<file path="src/rtl/clmul_digit_serial_if.sv">
// Operand/result handshake bundle for the digit-serial carry-less multiplier.
// The master side issues operands and sinks products.
interface clmul_digit_serial_if #(
  parameter int WIDTH = 15
);
  logic               in_valid;
  logic               in_ready;
  logic [WIDTH-1:0]   a;
  logic [WIDTH-1:0]   b;
  logic               out_valid;
  logic               out_ready;
  logic [2*WIDTH-2:0] y;
  logic               busy;

  modport slave (
    input  in_valid, a, b, out_ready,
    output in_ready, out_valid, y, busy
  );

  modport master (
    output in_valid, a, b, out_ready,
    input  in_ready, out_valid, y, busy
  );
endinterface

</file>
<file path="src/rtl/clmul_digit_serial.sv">
// Digit-serial GF(2)[x] multiplier: DIGIT bits of b per cycle, unreduced
// 2*WIDTH-1 bit product, valid/ready on both sides.
module clmul_digit_pp #(
  parameter int WIDTH = 15,
  parameter int DIGIT = 4
) (
  input  logic [WIDTH-1:0]       i_a,
  input  logic [DIGIT-1:0]       i_d,
  output logic [WIDTH+DIGIT-2:0] o_p
);
  localparam int PW = WIDTH + DIGIT - 1;

  logic [PW-1:0] w_ax;

  always_comb begin
    w_ax = '0;
    w_ax[WIDTH-1:0] = i_a;
    o_p = '0;
    for (int j = 0; j < DIGIT; j++)
      if (i_d[j]) o_p = o_p ^ (w_ax << j);
  end
endmodule

module clmul_digit_serial #(
  parameter int WIDTH = 15,
  parameter int DIGIT = 4
) (
  input logic               clk,
  input logic               rst_n,
  clmul_digit_serial_if.slave bus
);
  localparam int NDIG = (WIDTH + DIGIT - 1) / DIGIT;
  localparam int PADW = NDIG * DIGIT;
  localparam int YW   = 2 * WIDTH - 1;
  localparam int PW   = WIDTH + DIGIT - 1;
  localparam int CW   = (NDIG > 1) ? $clog2(NDIG) : 1;

  typedef enum logic [1:0] {S_IDLE, S_RUN, S_DONE} state_t;

  state_t          r_state, w_state_nxt;
  logic [WIDTH-1:0] r_a;
  logic [PADW-1:0]  r_b;
  logic [PADW-1:0]  w_b_pad;
  logic [YW-1:0]    r_acc, w_acc_nxt, r_y;
  logic [CW-1:0]    r_cnt;
  logic [PW-1:0]    w_pp;
  logic             w_last;

  // Digits are consumed MSB-first (Horner form): shifting the accumulator
  // left each step lands every partial product at cnt*DIGIT without a
  // variable shifter. Bits shifted past 2*WIDTH-2 are provably zero.
  clmul_digit_pp #(.WIDTH(WIDTH), .DIGIT(DIGIT)) u_pp (
    .i_a (r_a),
    .i_d (r_b[PADW-1 -: DIGIT]),
    .o_p (w_pp)
  );

  assign w_last = (r_cnt == CW'(NDIG - 1));

  always_comb begin
    w_b_pad = '0;
    w_b_pad[WIDTH-1:0] = bus.b;
    w_acc_nxt = r_acc << DIGIT;
    w_acc_nxt[PW-1:0] = w_acc_nxt[PW-1:0] ^ w_pp;
  end

  always_ff @(posedge clk or negedge rst_n) begin
    if (!rst_n) r_state <= S_IDLE;
    else        r_state <= w_state_nxt;
  end

  always_comb begin
    w_state_nxt   = r_state;
    bus.in_ready  = 1'b0;
    bus.out_valid = 1'b0;
    bus.busy      = 1'b0;
    case (r_state)
      S_IDLE: begin
        bus.in_ready = 1'b1;
        if (bus.in_valid) w_state_nxt = S_RUN;
      end
      S_RUN: begin
        bus.busy = 1'b1;
        if (w_last) w_state_nxt = S_DONE;
      end
      S_DONE: begin
        bus.busy      = 1'b1;
        bus.out_valid = 1'b1;
        if (bus.out_ready) w_state_nxt = S_IDLE;
      end
      default: w_state_nxt = S_IDLE;
    endcase
  end

  always_ff @(posedge clk or negedge rst_n) begin
    if (!rst_n) begin
      r_a   <= '0;
      r_b   <= '0;
      r_acc <= '0;
      r_cnt <= '0;
      r_y   <= '0;
    end else begin
      case (r_state)
        S_IDLE: if (bus.in_valid) begin
          r_a   <= bus.a;
          r_b   <= w_b_pad;
          r_acc <= '0;
          r_cnt <= '0;
        end
        S_RUN: begin
          r_acc <= w_acc_nxt;
          r_b   <= r_b << DIGIT;
          r_cnt <= r_cnt + 1'b1;
          if (w_last) r_y <= w_acc_nxt;
        end
        default: ;
      endcase
    end
  end

  assign bus.y = r_y;
endmodule

</file>
<file path="src/flat_wrapper.sv">
// flat-port wrapper written by rule: the top's interface ports become plain ports
module clmul_digit_serial_flat 
#(
  parameter int WIDTH = 15,
  parameter int DIGIT = 4
)
  (clk, rst_n, bus_in_valid, bus_a, bus_b, bus_out_ready, bus_in_ready, bus_out_valid, bus_y, bus_busy);
  clmul_digit_serial_if #(.WIDTH(WIDTH)) bus_i ();
  input logic clk;
  input logic rst_n;
  input wire logic [$bits(bus_i.in_valid)-1:0] bus_in_valid;
  input wire logic [$bits(bus_i.a)-1:0] bus_a;
  input wire logic [$bits(bus_i.b)-1:0] bus_b;
  input wire logic [$bits(bus_i.out_ready)-1:0] bus_out_ready;
  output wire logic [$bits(bus_i.in_ready)-1:0] bus_in_ready;
  output wire logic [$bits(bus_i.out_valid)-1:0] bus_out_valid;
  output wire logic [$bits(bus_i.y)-1:0] bus_y;
  output wire logic [$bits(bus_i.busy)-1:0] bus_busy;
  assign bus_i.in_valid = bus_in_valid;
  assign bus_i.a = bus_a;
  assign bus_i.b = bus_b;
  assign bus_i.out_ready = bus_out_ready;
  assign bus_in_ready = bus_i.in_ready;
  assign bus_out_valid = bus_i.out_valid;
  assign bus_y = bus_i.y;
  assign bus_busy = bus_i.busy;
  clmul_digit_serial #(.WIDTH(WIDTH), .DIGIT(DIGIT)) u_core (.clk(clk), .rst_n(rst_n), .bus(bus_i));
endmodule
</file>
<file path="config.mk">
export PLATFORM = sky130hd
export DESIGN_NAME = clmul_digit_serial_flat
export DESIGN_NICKNAME = d
export VERILOG_FILES = /design/src/rtl/clmul_digit_serial_if.sv /design/src/rtl/clmul_digit_serial.sv /design/src/flat_wrapper.sv
export SDC_FILE = /design/constraint.sdc
export NUM_CORES = 1
export LEC_CHECK = 0
export CORE_MARGIN = 2
export CORE_UTILIZATION = 58
export CTS_CLUSTER_DIAMETER = 30
export DETAILED_ROUTE_END_ITERATION = 16
export PLACE_DENSITY = 0.85
export RECOVER_POWER = 50
export SLEW_MARGIN = 15
export SYNTH_ARGS = -nofsm -noshare
export SYNTH_HDL_FRONTEND = slang
export SYNTH_SLANG_ARGS = --single-unit
</file>
<file path="constraint.sdc">
create_clock -name clk -period 4.1 [get_ports clk]
set_input_delay 1.23 -clock clk [delete_from_list [all_inputs] [get_ports clk]]
set_output_delay 1.23 -clock clk [all_outputs]
set_load 0.05 [all_outputs]
</file>
* Word-level counts from Yosys, hierarchy flattened
Index checks and enable logic that the tools add are counted.
** Storage, ports and cells
- Register bits after elaboration :: 89
- Input bits :: 34
- Word-level logic and storage cells :: 41
- Output and inout port bits :: 32
** Cells by class
- Bitwise logic cells :: 4
- Reductions and logical operators :: 7
- $add $sub $neg :: 1
- Muxes and demuxes :: 17
- Eq/ne operators :: 6
** Operators with widths (count)
- two-way mux 18 bit :: 3
- case mux 25 bit (2 select lines) :: 1
- XOR 18 bit :: 2
- case mux 16 bit (2 select lines) :: 1
- two-way mux 25 bit :: 1
- XOR 18 x 16 -> 18 bit :: 1
- XOR 18 x 17 -> 18 bit :: 1
- two-way mux 16 bit :: 1
- two-way mux 15 bit :: 1
- two-way mux 2 bit :: 4
- case mux 2 bit (3 select lines) :: 1
- AND reduction 2 bit :: 3
- == test 2 bit, second input constant :: 2
- != test 2 bit, second input constant :: 2
- case mux 2 bit (2 select lines) :: 1
- two-way mux 1 bit :: 3
- AND reduction 3 bit :: 1
- adder 2 x 1 -> 2 bit, second input constant :: 1
- == test 2 x 1 -> 1 bit, second input constant :: 1
- logical NOT 2 bit :: 1
- != test 2 x 1 -> 1 bit, second input constant :: 1
- nonzero test 2 bit :: 1
- OR reduction 2 bit :: 1

* Depth between registers and ports, before layout
- Depth after elaboration :: 9
- Mapped depth :: 7
- Depth with buffers taken out :: 6

* By module
From an unflattened synthesis, not the netlist that was laid out.
** Second synthesis, totals
- Cell total of the unflattened synthesis :: 393
- Area, all modules :: 4291.6 um^2
** Modules (own cells, without submodules)
- clmul_digit_serial :: area an instance 3588.4 um^2, cells each 287, times used 1
- clmul_digit_pp :: area an instance 703.2 um^2, cells each 106, times used 1

* Worst setup path after synthesis
No wires, ideal clock.
- Kind :: input to register
- From :: input bus_in_valid
- To :: register u_core.r_a[10]
- Data required time :: 3975 ps
- Stages :: 4
- Setup time :: 125 ps
- Path buffers :: 2
- Slack :: 1875 ps
- Data arrival time :: 2100 ps
- Cells stage by stage :: and2_1 -> buf_2 -> buf_2 -> mux2_2
** Between the ends
- Cells in the longest elaborated chain, start to end :: 1
** Ends and longest elaborated chain
- start: declaration :: line flat_wrapper.sv:11 : input wire logic [$bits(bus_i.in_valid)-1:0] bus_in_valid;
- AND reduction 2 bit (no line)
- end signal: assignment :: line clmul_digit_serial.sv:105 : r_a <= bus.a;
- end: declaration :: line clmul_digit_serial.sv:41 : logic [WIDTH-1:0] r_a;
Every way passes these cells.
A chain may end at the register's enable or synchronous reset.

* Worst setup path in the final report
- From :: register u_core.r_state[0]
- To :: output bus_in_ready
** Between the ends
- Cells in the longest elaborated chain, start to end :: 2
** Ends and longest elaborated chain
- start: declaration :: line clmul_digit_serial.sv:40 : state_t r_state, w_state_nxt;
- start signal: assignment :: line clmul_digit_serial.sv:69 : else r_state <= w_state_nxt;
- logical NOT 2 bit :: line clmul_digit_serial.sv:77 : case (r_state)
- two-way mux 1 bit :: line clmul_digit_serial.sv:77
- end: declaration :: line flat_wrapper.sv:15 : output wire logic [$bits(bus_i.in_ready)-1:0] bus_in_ready;
Every way passes these cells.

==> impl_metrics.ini <==
[timing]
worst_pin_slew_ns = 2.092
rsz0062_at_grt = false
slew_headroom_pct = -39.48
post-route-min-period_ns = 3.091
clock_skew_ns = 0.008603
setup-tns-final_ns = 0
setup_ws_ns = 1.009
drv_slew = 126
hold_violations = 0
setup_viol = 0
timing.fmax_mhz = 323.5
fin_crit_sh_pct = 75.40
whs_ns = 0.4850

[critical_path]
r2r-start = u_core.r_state[1]
critPathMaxStageDelay_ns = 0.82
r2r-end = u_core.bus.y[7]
startpoint_type = flop
end_kind = output port
path_cells = inv_1 > ha_1 > clkdlybuf4s50_1
rrSetupSlack_ns = 1.21
cp_num_buf_inv = 2
worstPathRequired_ns = 2.87
cp_slowest_cell = clkdlybuf4s50_1
cp_max_fo = 4
crit_family = buffers and inverters
ff2ff_path_depth = 5
cp.arrival_ns = 1.86
crit_type = reg2out

[min_path]
worstHoldPathType = reg2reg
holdPathEnd = u_core.r_b[8]
min_from = u_core.r_b[8]
holdPathStages = 2

[status]
status = finished with violations
violations = max-capacitance violations, max-slew violations

[clock_network]
cts_hold_buf = 0
htreeDepth = 3
cts_resized = 0
clockBufferDepth = 2
clk_transition_reported_paths_ns = 0.09
post-cts-setup-buffers = 0
cts-buffers-inserted = 9
cts_sinks = 89
clk_latency_ns = 0.35
root_buffer = clkbuf_8
cts_tree = done

[logic_synthesis]
syn_avg_cell_area_um2 = 11.63
synth.top_cell.area_share_pct = 52.20
ys_types = 23
syn-num-nets = 405
syn_area_um2 = 4267
ys.flop_type = dfrtp_1
synthTopCellsByArea = dfrtp_1 (52%), mux2_2 (10%), nand2_1 (7.9%)
yosysTopAreaCell = dfrtp_1
synth_warnings = 0
ys_ff_latch = 89
syn_inst = 367
async_reset_ff_share_pct = 100.0
ys_seq_area_share_pct = 52.20
synth_edf_count = 0

[route]
route.detailed.drc = 0
postRouteAntennaNets = 0
via_per_inst = 5.449
wl_per_cell_um = 15.86
initialDrtViolationCount = 166
wirelength_mm = 8.372
drt_first_pass_iters = 4
vias = 2877

[placed_design]
dp_cells = 512
place_ws_ns = 1.170
io_buffer_count = 65
gp_congestion = 0.8868
hpwl_mm = 5.712

[power]
peakVddDrop_mv = 0.7312
clockPowerShare_pct = 13.0
p_seq_share_pct = 35.0
sw_frac_of_total_pct = 43.50
switchingPower_w = 0.002029
pwr-share-comb_pct = 51.9
p_leak_nw = 2.379
power_density_nw_per_um2 = 904.3
p_int_w = 0.002635

[global_routing]
grt_pass1_vias = 2946
grt_usage_pct = 21.89
grt_pass1_wl_mm = 14.06
grt_max_degree = 90
grt_overflow = 0
antenna_found_initial = 0

[finish]
drive_gt1_share_pct = 14.92
final_cells = 528
fillers = 513
area_growth_pct = 20.88
n_antenna_cell = 0
seq_area_um2 = 2227
multi_input_area_um2 = 1906
nNetsFinal = 462

[floorplanning]
dieWidth_um = 89.77
fp.dieH_um = 89.77
pin_count = 66
initial_core_util_pct = 59.46
dieArea_um2 = 8059
num_rows = 31
core_um2 = 7176

[flow_run]
cap_violations = 2
[layout by cell type (no fill, tap or decap), drive strengths merged, types with 11 or more instances in the layout]
cell           instances
clkbuf                13
xnor3                 11
clkdlybuf4s50         64
o21ai                 28
mux2                  39
dfrtp                 89
a22o                  21
xnor2                 19
nand2                 91
xor2                  15
mux2i                 11
[logic make-up after synthesis]
kind of cell	Yosys count	share of synthesized area, %
AND/OR/NAND/NOR	95	8.592
flip-flops	89	52.20
AO/OA/AOI/OAI	57	8.973
multiplexers	50	12.87
XOR/XNOR	45	12.79
buffers and inverters	27	3.402
adder cells (fa/ha/maj)	4	1.173
[how the worst max path moves through the flow]
| stage | from | endpoint | slack [ns] | cells past startpoint |
|---|---|---|---|---|
| final | u_core.r_state[0] | bus_in_ready | 1.01 | 3 |
| after global routing | u_core.r_state[0] | bus_in_ready | 0.92 | 3 |
| after CTS | u_core.r_state[0] | bus_in_ready | 0.99 | 3 |
| after detailed placement | bus_in_valid | u_core.r_acc[11] | 1.17 | 4 |
| after global placement | bus_in_valid | u_core.r_acc[12] | 1.23 | 4 |
| after floorplan | bus_in_valid | u_core.r_a[10] | 1.87 | 4 |
[area by class of cell]
cell class	count	share of cell area [%]
clock buffers	11	2.741
clock inverters	5	1.237
inverters	5	0.3639
multi-input cells	251	36.95
flip-flops and latches	89	43.18
well taps	99	2.402
repair buffers	68	13.12
[power groups by stage]
stage / logic (W) / clock network, W / registers, W
after CTS: 0.00244 / 0.000619 / 0.00163
after global routing: 0.00260 / 0.000661 / 0.00169
after floorplan: 0.00150 / 0 / 0.00189
after global placement: 0.00234 / 0 / 0.00163
after detailed placement: 0.00243 / 0 / 0.00164
final: 0.00242 / 0.000609 / 0.00163
[tightest hold or removal path, stage by stage, from the launching register on]
cell,delay [ns]
dfrtp_1,0.35
nand2_1,0.05
o21ai_0,0.06
[routing by layer]
metal	GRT usage, %	part of all wire [%]	up-vias	routed length [um]
met1	29.04	42	1403	3502
li1	-	-	1356	-
met3	4.443	5.6	14	470
met4	9.615	2.0	0	167
met2	35.42	51	104	4232
met5	0	0	-	0
[sequential cells by signal, indices dropped and copies added (netlist names)]
register / cells
u_core.bus.y: 29
u_core.r_a: 15
u_core.r_acc: 25
u_core.r_b: 16
u_core.r_cnt: 2
u_core.r_state: 2
[synth_stat cells, types with 2 or more instances]
master / number
buf_6: 2
mux2i_1: 11
o21ai_0: 28
a22o_2: 5
and2_1: 2
inv_1: 5
a22oi_1: 5
dfrtp_1: 89
clkbuf_2: 2
buf_2: 8
xnor3_1: 11
xnor2_1: 19
mux2_2: 39
a22o_1: 16
xor2_1: 15
clkbuf_1: 9
ha_1: 4
a21oi_1: 3
nand2_1: 90
[through the flow]
step                utilization, %  power, W  area, um2
CTS                          71.96  0.004691       5164
detailed placement           69.10  0.004068       4959
finish                       71.87  0.004664       5157
global route                 71.87  0.004951       5157
floorplan                        -  0.003391       4267
global placement             69.10  0.003973       4959
(Power assumes the default switching activity.)
